--- src/rtl/sdes_decrypt_core.sv ---
// -----------------------------------------------------------------------------
// sdes_decrypt_core
//
// Multi-cycle S-DES decryption engine. A block (8-bit ciphertext plus 10-bit
// key) is taken in over a valid/ready handshake. Both subkeys are derived
// internally. The two Feistel rounds then run in reverse key order (K2, then
// K1), and the 8-bit plaintext is offered on an output valid/ready handshake.
// A single fK datapath is shared by both rounds. The round key is selected
// from the FSM state.
//
// Ports
//   clk        in   1   system clock, rising edge
//   rst_n      in   1   asynchronous active-low reset
//   clear      in   1   synchronous abort back to IDLE (wins over handshakes)
//   in_valid   in   1   cipher_in / key_in valid
//   in_ready   out  1   core can accept a block (IDLE only)
//   cipher_in  in   8   ciphertext block
//   key_in     in  10   S-DES key
//   out_valid  out  1   plain_out valid
//   out_ready  in   1   consumer accepts plain_out
//   plain_out  out  8   decrypted plaintext, held until the next block completes
//   busy       out  1   high in every state except IDLE
//
// Latency: a block accepted at edge N raises out_valid after edge N+3.
// With out_ready held high the minimum block period is 5 cycles.
// -----------------------------------------------------------------------------
module sdes_decrypt_core (
  input  logic       clk,
  input  logic       rst_n,
  input  logic       clear,
  input  logic       in_valid,
  output logic       in_ready,
  input  logic [7:0] cipher_in,
  input  logic [9:0] key_in,
  output logic       out_valid,
  input  logic       out_ready,
  output logic [7:0] plain_out,
  output logic       busy
);

  typedef enum logic [2:0] {
    IDLE   = 3'd0,
    KEYGEN = 3'd1,
    R1     = 3'd2,
    R2     = 3'd3,
    DONE   = 3'd4
  } state_t;

  state_t     state_reg;
  logic [7:0] cipher_reg;
  logic [9:0] key_reg;
  logic [7:0] data_reg;
  logic [7:0] k1_reg;
  logic [7:0] k2_reg;
  logic [7:0] plain_reg;
  logic       in_ready_reg;
  logic       out_valid_reg;
  logic       busy_reg;

  // ---------------------------------------------------------------------------
  // Fixed S-DES bit shuffles. Position 1 is the MSB, so position p of an n-bit
  // vector lives at index n-p.
  // ---------------------------------------------------------------------------

  // P8 selects positions 6 3 7 4 8 5 10 9 of a 10-bit vector. Positions 1 and 2
  // are never used, so only the low 8 bits are passed in.
  function automatic logic [7:0] p8(input logic [7:0] v);
    return {v[4], v[7], v[3], v[6], v[2], v[5], v[0], v[1]};
  endfunction

  // IP = 2 6 3 1 4 8 5 7
  function automatic logic [7:0] ip(input logic [7:0] v);
    return {v[6], v[2], v[5], v[7], v[4], v[0], v[3], v[1]};
  endfunction

  // IP^-1 = 4 1 3 5 7 2 8 6
  function automatic logic [7:0] ip_inv(input logic [7:0] v);
    return {v[4], v[7], v[5], v[3], v[1], v[6], v[0], v[2]};
  endfunction

  // EP = 4 1 2 3 2 3 4 1 (4-bit to 8-bit expansion)
  function automatic logic [7:0] ep(input logic [3:0] r);
    return {r[0], r[3], r[2], r[1], r[2], r[1], r[0], r[3]};
  endfunction

  // P4 = 2 4 3 1
  function automatic logic [3:0] p4(input logic [3:0] s);
    return {s[2], s[0], s[1], s[3]};
  endfunction

  // Swap nibbles between the two rounds.
  function automatic logic [7:0] sw(input logic [7:0] v);
    return {v[3:0], v[7:4]};
  endfunction

  // S0: row from bits 1,4 and column from bits 2,3. The case index packs
  // {row, col}, so the entries below read row-major.
  function automatic logic [1:0] sbox0(input logic [3:0] n);
    logic [3:0] addr;
    logic [1:0] val;
    addr = {n[3], n[0], n[2], n[1]};
    case (addr)
      4'd0:    val = 2'd1;
      4'd1:    val = 2'd0;
      4'd2:    val = 2'd3;
      4'd3:    val = 2'd2;
      4'd4:    val = 2'd3;
      4'd5:    val = 2'd2;
      4'd6:    val = 2'd1;
      4'd7:    val = 2'd0;
      4'd8:    val = 2'd0;
      4'd9:    val = 2'd2;
      4'd10:   val = 2'd1;
      4'd11:   val = 2'd3;
      4'd12:   val = 2'd3;
      4'd13:   val = 2'd1;
      4'd14:   val = 2'd3;
      default: val = 2'd2;
    endcase
    return val;
  endfunction

  // S1: same addressing as S0.
  function automatic logic [1:0] sbox1(input logic [3:0] n);
    logic [3:0] addr;
    logic [1:0] val;
    addr = {n[3], n[0], n[2], n[1]};
    case (addr)
      4'd0:    val = 2'd0;
      4'd1:    val = 2'd1;
      4'd2:    val = 2'd2;
      4'd3:    val = 2'd3;
      4'd4:    val = 2'd2;
      4'd5:    val = 2'd0;
      4'd6:    val = 2'd1;
      4'd7:    val = 2'd3;
      4'd8:    val = 2'd3;
      4'd9:    val = 2'd0;
      4'd10:   val = 2'd1;
      4'd11:   val = 2'd0;
      4'd12:   val = 2'd2;
      4'd13:   val = 2'd1;
      4'd14:   val = 2'd0;
      default: val = 2'd3;
    endcase
    return val;
  endfunction

  // Round function F(R, K).
  function automatic logic [3:0] f_round(input logic [3:0] r, input logic [7:0] k);
    logic [7:0] x;
    x = ep(r) ^ k;
    return p4({sbox0(x[7:4]), sbox1(x[3:0])});
  endfunction

  // fK(L, R, K) = (L xor F(R, K), R)
  function automatic logic [7:0] f_k(input logic [7:0] d, input logic [7:0] k);
    return {d[7:4] ^ f_round(d[3:0], k), d[3:0]};
  endfunction

  // ---------------------------------------------------------------------------
  // Key schedule, evaluated from the captured key during KEYGEN.
  // ---------------------------------------------------------------------------
  logic [9:0] p10_key;
  logic [4:0] left_ls1;
  logic [4:0] right_ls1;
  logic [7:0] k1_next;
  logic [7:0] k2_next;

  // P10 = 3 5 2 7 4 10 1 9 8 6
  assign p10_key = {key_reg[7], key_reg[5], key_reg[8], key_reg[3], key_reg[6],
                    key_reg[0], key_reg[9], key_reg[1], key_reg[2], key_reg[4]};

  // Each half rotated left by one.
  assign left_ls1  = {p10_key[8:5], p10_key[9]};
  assign right_ls1 = {p10_key[3:0], p10_key[4]};

  assign k1_next = p8({left_ls1[2:0], right_ls1});

  // K2 rotates each half a further two places. Only the bits P8 consumes are
  // formed: low 3 bits of the rotated left half, then all of the right half.
  assign k2_next = p8({left_ls1[0], left_ls1[4:3],
                       right_ls1[2:0], right_ls1[4:3]});

  // ---------------------------------------------------------------------------
  // Shared round datapath. R1 decrypts with K2, and R2 with K1.
  // ---------------------------------------------------------------------------
  logic [7:0] round_key;
  logic [7:0] fk_out;

  assign round_key = (state_reg == R1) ? k2_reg : k1_reg;
  assign fk_out    = f_k(data_reg, round_key);

  // ---------------------------------------------------------------------------
  // Control FSM. in_ready, busy and out_valid are registered alongside the
  // state, so they never glitch. in_ready stays low during reset and comes up
  // on the first edge after release.
  // ---------------------------------------------------------------------------
  always_ff @(posedge clk or negedge rst_n) begin
    if (!rst_n) begin
      state_reg     <= IDLE;
      cipher_reg    <= '0;
      key_reg       <= '0;
      data_reg      <= '0;
      k1_reg        <= '0;
      k2_reg        <= '0;
      plain_reg     <= '0;
      in_ready_reg  <= 1'b0;
      out_valid_reg <= 1'b0;
      busy_reg      <= 1'b0;
    end else if (clear) begin
      // Abort: any input or output handshake on this edge is discarded.
      state_reg     <= IDLE;
      cipher_reg    <= '0;
      key_reg       <= '0;
      data_reg      <= '0;
      k1_reg        <= '0;
      k2_reg        <= '0;
      plain_reg     <= '0;
      in_ready_reg  <= 1'b1;
      out_valid_reg <= 1'b0;
      busy_reg      <= 1'b0;
    end else begin
      case (state_reg)
        IDLE: begin
          in_ready_reg <= 1'b1;
          if (in_valid && in_ready_reg) begin
            cipher_reg   <= cipher_in;
            key_reg      <= key_in;
            in_ready_reg <= 1'b0;
            busy_reg     <= 1'b1;
            state_reg    <= KEYGEN;
          end
        end
        KEYGEN: begin
          k1_reg    <= k1_next;
          k2_reg    <= k2_next;
          data_reg  <= ip(cipher_reg);
          state_reg <= R1;
        end
        R1: begin
          data_reg  <= sw(fk_out);
          state_reg <= R2;
        end
        R2: begin
          plain_reg     <= ip_inv(fk_out);
          out_valid_reg <= 1'b1;
          state_reg     <= DONE;
        end
        DONE: begin
          if (out_ready) begin
            out_valid_reg <= 1'b0;
            in_ready_reg  <= 1'b1;
            busy_reg      <= 1'b0;
            state_reg     <= IDLE;
          end
        end
        default: begin
          out_valid_reg <= 1'b0;
          in_ready_reg  <= 1'b0;
          busy_reg      <= 1'b0;
          state_reg     <= IDLE;
        end
      endcase
    end
  end

  assign in_ready  = in_ready_reg;
  assign out_valid = out_valid_reg;
  assign plain_out = plain_reg;
  assign busy      = busy_reg;

endmodule

--- config.mk ---
export PLATFORM = sky130hd
export DESIGN_NAME = sdes_decrypt_core
export DESIGN_NICKNAME = d
export VERILOG_FILES = /design/src/rtl/sdes_decrypt_core.sv
export SDC_FILE = /design/constraint.sdc
export NUM_CORES = 1
export LEC_CHECK = 0
export CAP_MARGIN = 20
export CORE_AREA = 2 2 67 69
export CTS_CLUSTER_DIAMETER = 200
export CTS_CLUSTER_SIZE = 12
export DETAILED_ROUTE_END_ITERATION = 12
export DIE_AREA = 0 0 69 71
export GPL_ROUTABILITY_DRIVEN = 0
export GPL_TIMING_DRIVEN = 1
export PLACE_DENSITY_LB_ADDON = 0.15
export SKIP_LAST_GASP = 1
export SLEW_MARGIN = 25
export SYNTH_ARGS = -nofsm -noshare
export SYNTH_HDL_FRONTEND = slang
export SYNTH_SLANG_ARGS = --single-unit
--- constraint.sdc ---
create_clock -name clk -period 5.25 [get_ports clk]
set_input_delay 1.05 -clock clk [delete_from_list [all_inputs] [get_ports clk]]
set_output_delay 1.05 -clock clk [all_outputs]
set_load 0.03 [all_outputs]
==> results of run 1 <==
metrics by stage:
| step | hold slack (ns) | instance area [µm²] | instances |
|---|---|---|---|
| 2_1_floorplan | 0.465 | 2320 | 198 |
| 3_3_place_gp | 0.472 | 2670 | 274 |
| 3_5_place_dp | 0.485 | 2670 | 274 |
| 4_1_cts | 0.503 | 2760 | 282 |
| 5_1_grt | 0.522 | 2780 | 282 |
| 6_report | 0.493 | 2780 | 282 |
placed cells by master (no fill, tap or decap), drive strengths merged:
cell	count
a21oi	4
xor2	8
xnor2	7
o21bai	1
nand3	1
nor3b	1
ha	1
or3	2
a21boi	1
nor3	4
nand2b	1
clkdlybuf4s50	32
nor2	19
mux2i	22
inv	4
a31oi	2
a22o	25
buf	3
clkinv	1
and2	1
a22oi	8
nor4	1
o2bb2ai	3
clkbuf	7
nor2b	1
nand2	9
o32ai	1
o22ai	3
o31ai	1
o21ai	6
dfrtp	50
power by group through the flow:
stage / sequential (mW) / clock (mW) / combinational [mW]
6_report: 0.440 / 0.227 / 0.181
5_1_grt: 0.444 / 0.247 / 0.197
4_1_cts: 0.439 / 0.228 / 0.179
3_5_place_dp: 0.447 / 0 / 0.178
3_3_place_gp: 0.445 / 0 / 0.170
2_1_floorplan: 0.443 / 0 / 0.120
worst max-delay path: stages:
cell             delay, ns
clkdlybuf4s50_1       0.82
nor3_2                0.71
and2_1                0.34
nand2_1               0.07
o21ai_0               0.08
metal layers:
layer | share of wire | wire [µm] | track usage | vias up
li1 | - | - | - | 784
met1 | 0.41 | 1970 | 0.231 | 804
met2 | 0.52 | 2510 | 0.393 | 62
met3 | 0.054 | 262 | 0.0598 | 12
met4 | 0.015 | 71 | 0.0610 | 0
met5 | 0 | 0 | 0 | -
area by class of cell:
| type | count | area [µm²] | area share |
|---|---|---|---|
| clock buffers | 7 | 86.3 | 0.0310 |
| clock inverters | 1 | 5.00 | 0.00180 |
| well taps | 52 | 65.1 | 0.0234 |
| flip-flops and latches | 50 | 1250 | 0.450 |
| inverters | 4 | 15.0 | 0.00540 |
| repair buffers | 35 | 343 | 0.123 |
| multi-input cells | 133 | 1020 | 0.365 |
cell families (layout without fill, tap and decap cells):
logic type	count (synthesis)	count (layout)
AO/OA/AOI/OAI	55	55
XOR/XNOR	15	15
adder cells (fa/ha/maj)	1	1
buffers and inverters	15	47
flip-flops	50	50
multiplexers	22	22
AND/OR/NAND/NOR	40	40
Yosys cell counts:
library cell and n:
dfrtp_1 50, a22o_1 25, mux2i_1 22, nor2_1 19, nand2_1 9, a22oi_1 8, clkbuf_1 6, xor2_1 6
xnor2_1 5, a21oi_1 4, inv_1 4, nor3_1 4, o21ai_0 4, o22ai_1 3, a31oi_1 2, buf_1 2
buf_2 2, o21ai_1 2, o2bb2ai_1 2, or3_1 2, xnor2_2 2, xor2_2 2, a21boi_0 1, and2_1 1
buf_6 1, ha_1 1, nand2b_1 1, nand3_1 1, nor2b_1 1, nor3b_2 1, nor4_1 1, o21bai_1 1
o2bb2ai_2 1, o31ai_1 1, o32ai_1 1
worst max-delay path by stage:
| stage | to | start | slack, ns | cells after the start |
|---|---|---|---|---|
| finish | data_reg[6] | clear | 2.38 | 5 |
| floorplan | k1_reg[0] | clear | 3.12 | 3 |
| global route | data_reg[7] | clear | 2.20 | 5 |
| detailed placement | data_reg[5] | clear | 1.89 | 5 |
| global placement | data_reg[6] | clear | 2.03 | 5 |
| CTS | data_reg[5] | clear | 2.18 | 5 |
==> run metrics, run 1 <==
worst min path class=flop to flop; # DRC=0; Net count, final=253; ANT cells=0; internal power=598 µW; Synth Area in Simple Gates=0.0778; post-synthesis adder-cell area fraction=0.00540; clk_skew=0.00281 ns; Largest register FFs=10; Synth Area in Compound Gates=0.183; Routed WL per cell=17.1 µm; actual slew at the worst max-slew pin=0.802 ns; hold path depth=2; CTS tree=done; Ports=34; reg2reg path depth=9; Area growth syn-to-layout=20.1%; initial antenna violation count=0; H-Tree Depth=2; number of global-route vias before repair=1,733; post-CTS resize count=0; sequential area share after synthesis=0.540; type of origin of the critical path=input port; setup violators final=0; DR vias/cell=5.89; fin util=0.662; cells after synthesis=198; combinational family with the most area after synthesis=compound AO/OA/AOI/OAI gates; post-CTS setup buffer count=0; All-Layer GR Usage=0.210; Final Hold Fails=0; average cell area after synthesis=11.7 µm²; die height=71 µm; routed vias=1,662; ANT nets after route=0; PD cells=305 nW/µm²; Yosys reg bits=50; Overall Power=848 µW; Critical Path RT=5.47 ns; Synth cell types=35; largest net degree at the start of global routing=51; Final min period=2.87 ns; count of input and output buffers=33; first-pass detailed-route iteration total=4; clock network fraction of total power=0.268; worst vdd ir=0.000243 V; Logic pwr share=0.213; Fill cells=321; DP Worst Slack=1.89 ns; share of layout cells above drive strength 1=0.0870; clock latency on the worst-skew pair=0.30 ns; Placement Rows=24; synth warn=0; Die ar.=4900 µm²; HP Start=plain_out[6]; Critical Path End Type=flop; total grt overflow=0; cell leakage power=1.25 nW; initial core utilization=0.551; clk root buf=clkbuf_8; post-DP HPWL=3.61 mm; CP Data Arrival Time=3.09 ns; Cell Area, Synth=2320 µm²; RSZ-0062 raised after global routing=false; post-route setup slack=2.38 ns; Max Slew Vio Count=0; Synth top area share=0.540; die width=69 µm; Max FO, Critical Path=22; Worst R2R Setup Slack=2.63 ns; first-pass GRT wire length=8.04 mm; crit share post-route=0.546; CTS Hold Bufs=0; outcome=complete, no violations; Sw Ratio=0.294; ranking of synthesized cells by area=dfrtp_1 (54%), mux2i_1 (9.5%), a22o_1 (9.5%), nor2_1 (3.1%), a22oi_1 (2.6%); Worst R2R End=data_reg[1]; kind of critical path=input port to flop; Flop pwr share=0.519; DRT iter0 DRCs=88; worst r2r src=state_reg[2]; total CTS buffers=5; Syn Nets=222; post-synthesis mux area share=0.0951; worst-case headroom to the max-slew limit=0.464; cell accounting for the most synthesized area=dfrtp_1; net switching power=249 µW; Worst Hold Endpoint=plain_out[6]; register clock-pin slew on the reported worst setup and hold paths=0.08 ns; fmax=349 MHz; clock sink count=50; total negative setup slack=0 ns; Clock Path Buffers=2; max-cap violations=0; core area=4200 µm²; XOR/XNOR Fraction of Synth Area=0.0697; routed wire length=4.81 mm
(Power assumes the default switching activity.)
==> run 2, diff against run 1 <==
- CORE_AREA: 2 2 67 69 -> 2 2 70 72
- DIE_AREA: 0 0 69 71 -> 0 0 72 74
- clock period: 5.25 -> 2.7 ns (I/O delays scaled with it)
==> run 2 against run 1 <==
  * Non-clock buffer count is 8 higher
  * Critical path type is now flop to flop
  * Global-route usage is 1.4 points lower
  * Sequential cell count stayed put
  * Design area is 2.2% higher
  * First-iteration DRC count is 33% lower
  * Largest cell class unchanged
  * Clock power is 130% higher
==> run metrics, run 2 (synthesized netlist as in run 1, its figures left out) <==
outcome=complete, no violations; core area=4600 µm² (+9.4%); WHS=0.140 ns (-0.353 ns); CP max-delay cell=dfrtp_1; initial core utilization=0.504 (-0.0472); clk root buf=clkbuf_8; RSZ-0062 raised after global routing=false; worst-case headroom to the max-slew limit=0.604 (+0.140); largest net degree at the start of global routing=34 (-33%); PD cells=608 nW/µm² (+100%); routed wire length=4.74 mm (-1.5%); Final Hold Fails=0 (unchanged); CTS Hold Bufs=0 (unchanged); Net count, final=261 (+3.2%); clock sink count=50 (unchanged); commonest non-fill, non-tap cell in the layout=dfrtp_1; worst min path class=input port to asynchronous set/reset pin; post-CTS resize count=0 (unchanged); fmax=421 MHz; ANT nets after route=0 (unchanged); H-Tree Depth=2 (unchanged); most frequent cells in the layout=dfrtp_1 (50), clkdlybuf4s50_1 (32), a22o_1 (25); ANT cells=0 (unchanged); first-pass GRT wire length=7.91 mm (-1.5%); CP Data Arrival Time=2.57 ns (-0.52 ns); total negative setup slack=0 ns (unchanged); max incr delay on CP=0.46 ns (-0.36 ns); post-CTS setup buffer count=0 (unchanged); Final min period=2.38 ns; Routed WL per cell=16.2 µm (-4.9%); Max Slew Vio Count=0 (unchanged); cell leakage power=1.29 nW (+3.0%); worst vdd ir=0.000365 V (+50%); initial antenna violation count=0 (unchanged); routed vias=1,666 (+0.24%); total grt overflow=0 (unchanged); crit share post-route=0.880; Die ar.=5330 µm² (+8.8%); Clock Path Buffers=2 (unchanged); type of origin of the critical path=flop; DRT iter0 DRCs=59 (-33%); CP cell instances=nor3b_2 > buf_4 > mux2i_1 > xnor2_1 > inv_1 > ha_1 > mux2i_1 > mux2i_1 > xor2_1 > a22o_1; Critical Path End Type=flop; DR vias/cell=5.71 (-3.2%); actual slew at the worst max-slew pin=0.592 ns (-0.210 ns); die height=74 µm (+4.2%); Fill cells=362 (+13%); share of layout cells above drive strength 1=0.101 (+0.0139); count of input and output buffers=33 (unchanged); total CTS buffers=5 (unchanged); All-Layer GR Usage=0.195 (-0.0144); setup violators final=0 (unchanged); max-cap violations=0 (unchanged); most used cell, CP=mux2i_1; CTS tree=done; clock latency on the worst-skew pair=0.30 ns (about the same); post-DP HPWL=3.59 mm (-0.52%); first-pass detailed-route iteration total=4 (unchanged); Critical Path RT=2.90 ns (-2.57 ns); Ports=34 (unchanged); # DRC=0 (unchanged); kind of critical path=flop to flop; register clock-pin slew on the reported worst setup and hold paths=0.09 ns (about the same); Largest register FFs=10 (unchanged); Max FO, Critical Path=18 (-18%); number of global-route vias before repair=1,685 (-2.8%); Area growth syn-to-layout=22.7%; Worst R2R Setup Slack=0.32 ns (-2.31 ns); clk_skew=0.00854 ns (+0.00573 ns); die width=72 µm (+4.3%); Placement Rows=25 (+4.2%)
==> run 2: critical path: cells and delay by family, from the launching register on <==
kind                     cells  cell delay [ns]
XOR/XNOR                     2             0.38
flip-flops                   1             0.46
buffers and inverters        2             0.35
AND/OR/NAND/NOR              1             0.20
adder cells (fa/ha/maj)      1             0.20
multiplexers                 3             0.47
AO/OA/AOI/OAI                1             0.21
==> run 2: routing by layer <==
metal	vias up	wire, µm	GRT usage	part of all wire
met3	5	202	0.0379	0.043
met1	825	2160	0.251	0.45
met4	0	48	0.0692	0.010
met5	-	0	0	0
met2	40	2330	0.335	0.49
li1	796	-	-	-
==> run 2: where the power goes <==
| part | internal, mW | switching, mW | total [mW] | leakage (nW) |
|---|---|---|---|---|
| Clock | 0.277 | 0.243 | 0.520 | 0.0514 |
| Combinational | 0.165 | 0.189 | 0.354 | 0.553 |
| Sequential | 0.801 | 0.0535 | 0.855 | 0.682 |
==> run 2: path summary, 6_finish.rpt <==
kind / start / endpoint / cells after the start
min reg2reg: plain_out[7] / plain_out[7] / 2
min: rst_n / plain_out[1] / 1
max reg2reg: state_reg[1] / plain_out[5] / 10
max: state_reg[1] / plain_out[5] / 10
max in group asynchronous: rst_n / k2_reg[4] / 2
min in group clk: plain_out[7] / plain_out[7] / 2
==> run 2: stage by stage <==
step / utilization / cells / worst slack, ns / total power [mW] / instance area (µm²)
after global routing: 0.618 / 292 / 0.135 / 1.81 / 2840
after floorplan: - / 198 / 0.568 / 1.10 / 2320
after global placement: 0.594 / 284 / 0.455 / 1.21 / 2730
after CTS: 0.618 / 292 / 0.293 / 1.74 / 2840
final: 0.618 / 292 / 0.323 / 1.73 / 2840
after detailed placement: 0.594 / 284 / 0.313 / 1.23 / 2730
==> run 2: final cells by class <==
cell class,count,area [µm²],area share
flip-flops and latches,50,1250,0.440
inverters,4,15.0,0.00528
clock inverters,2,37.5,0.0132
well taps,54,67.6,0.0238
repair buffers,43,400,0.141
multi-input cells,133,998,0.351
clock buffers,6,72.6,0.0255
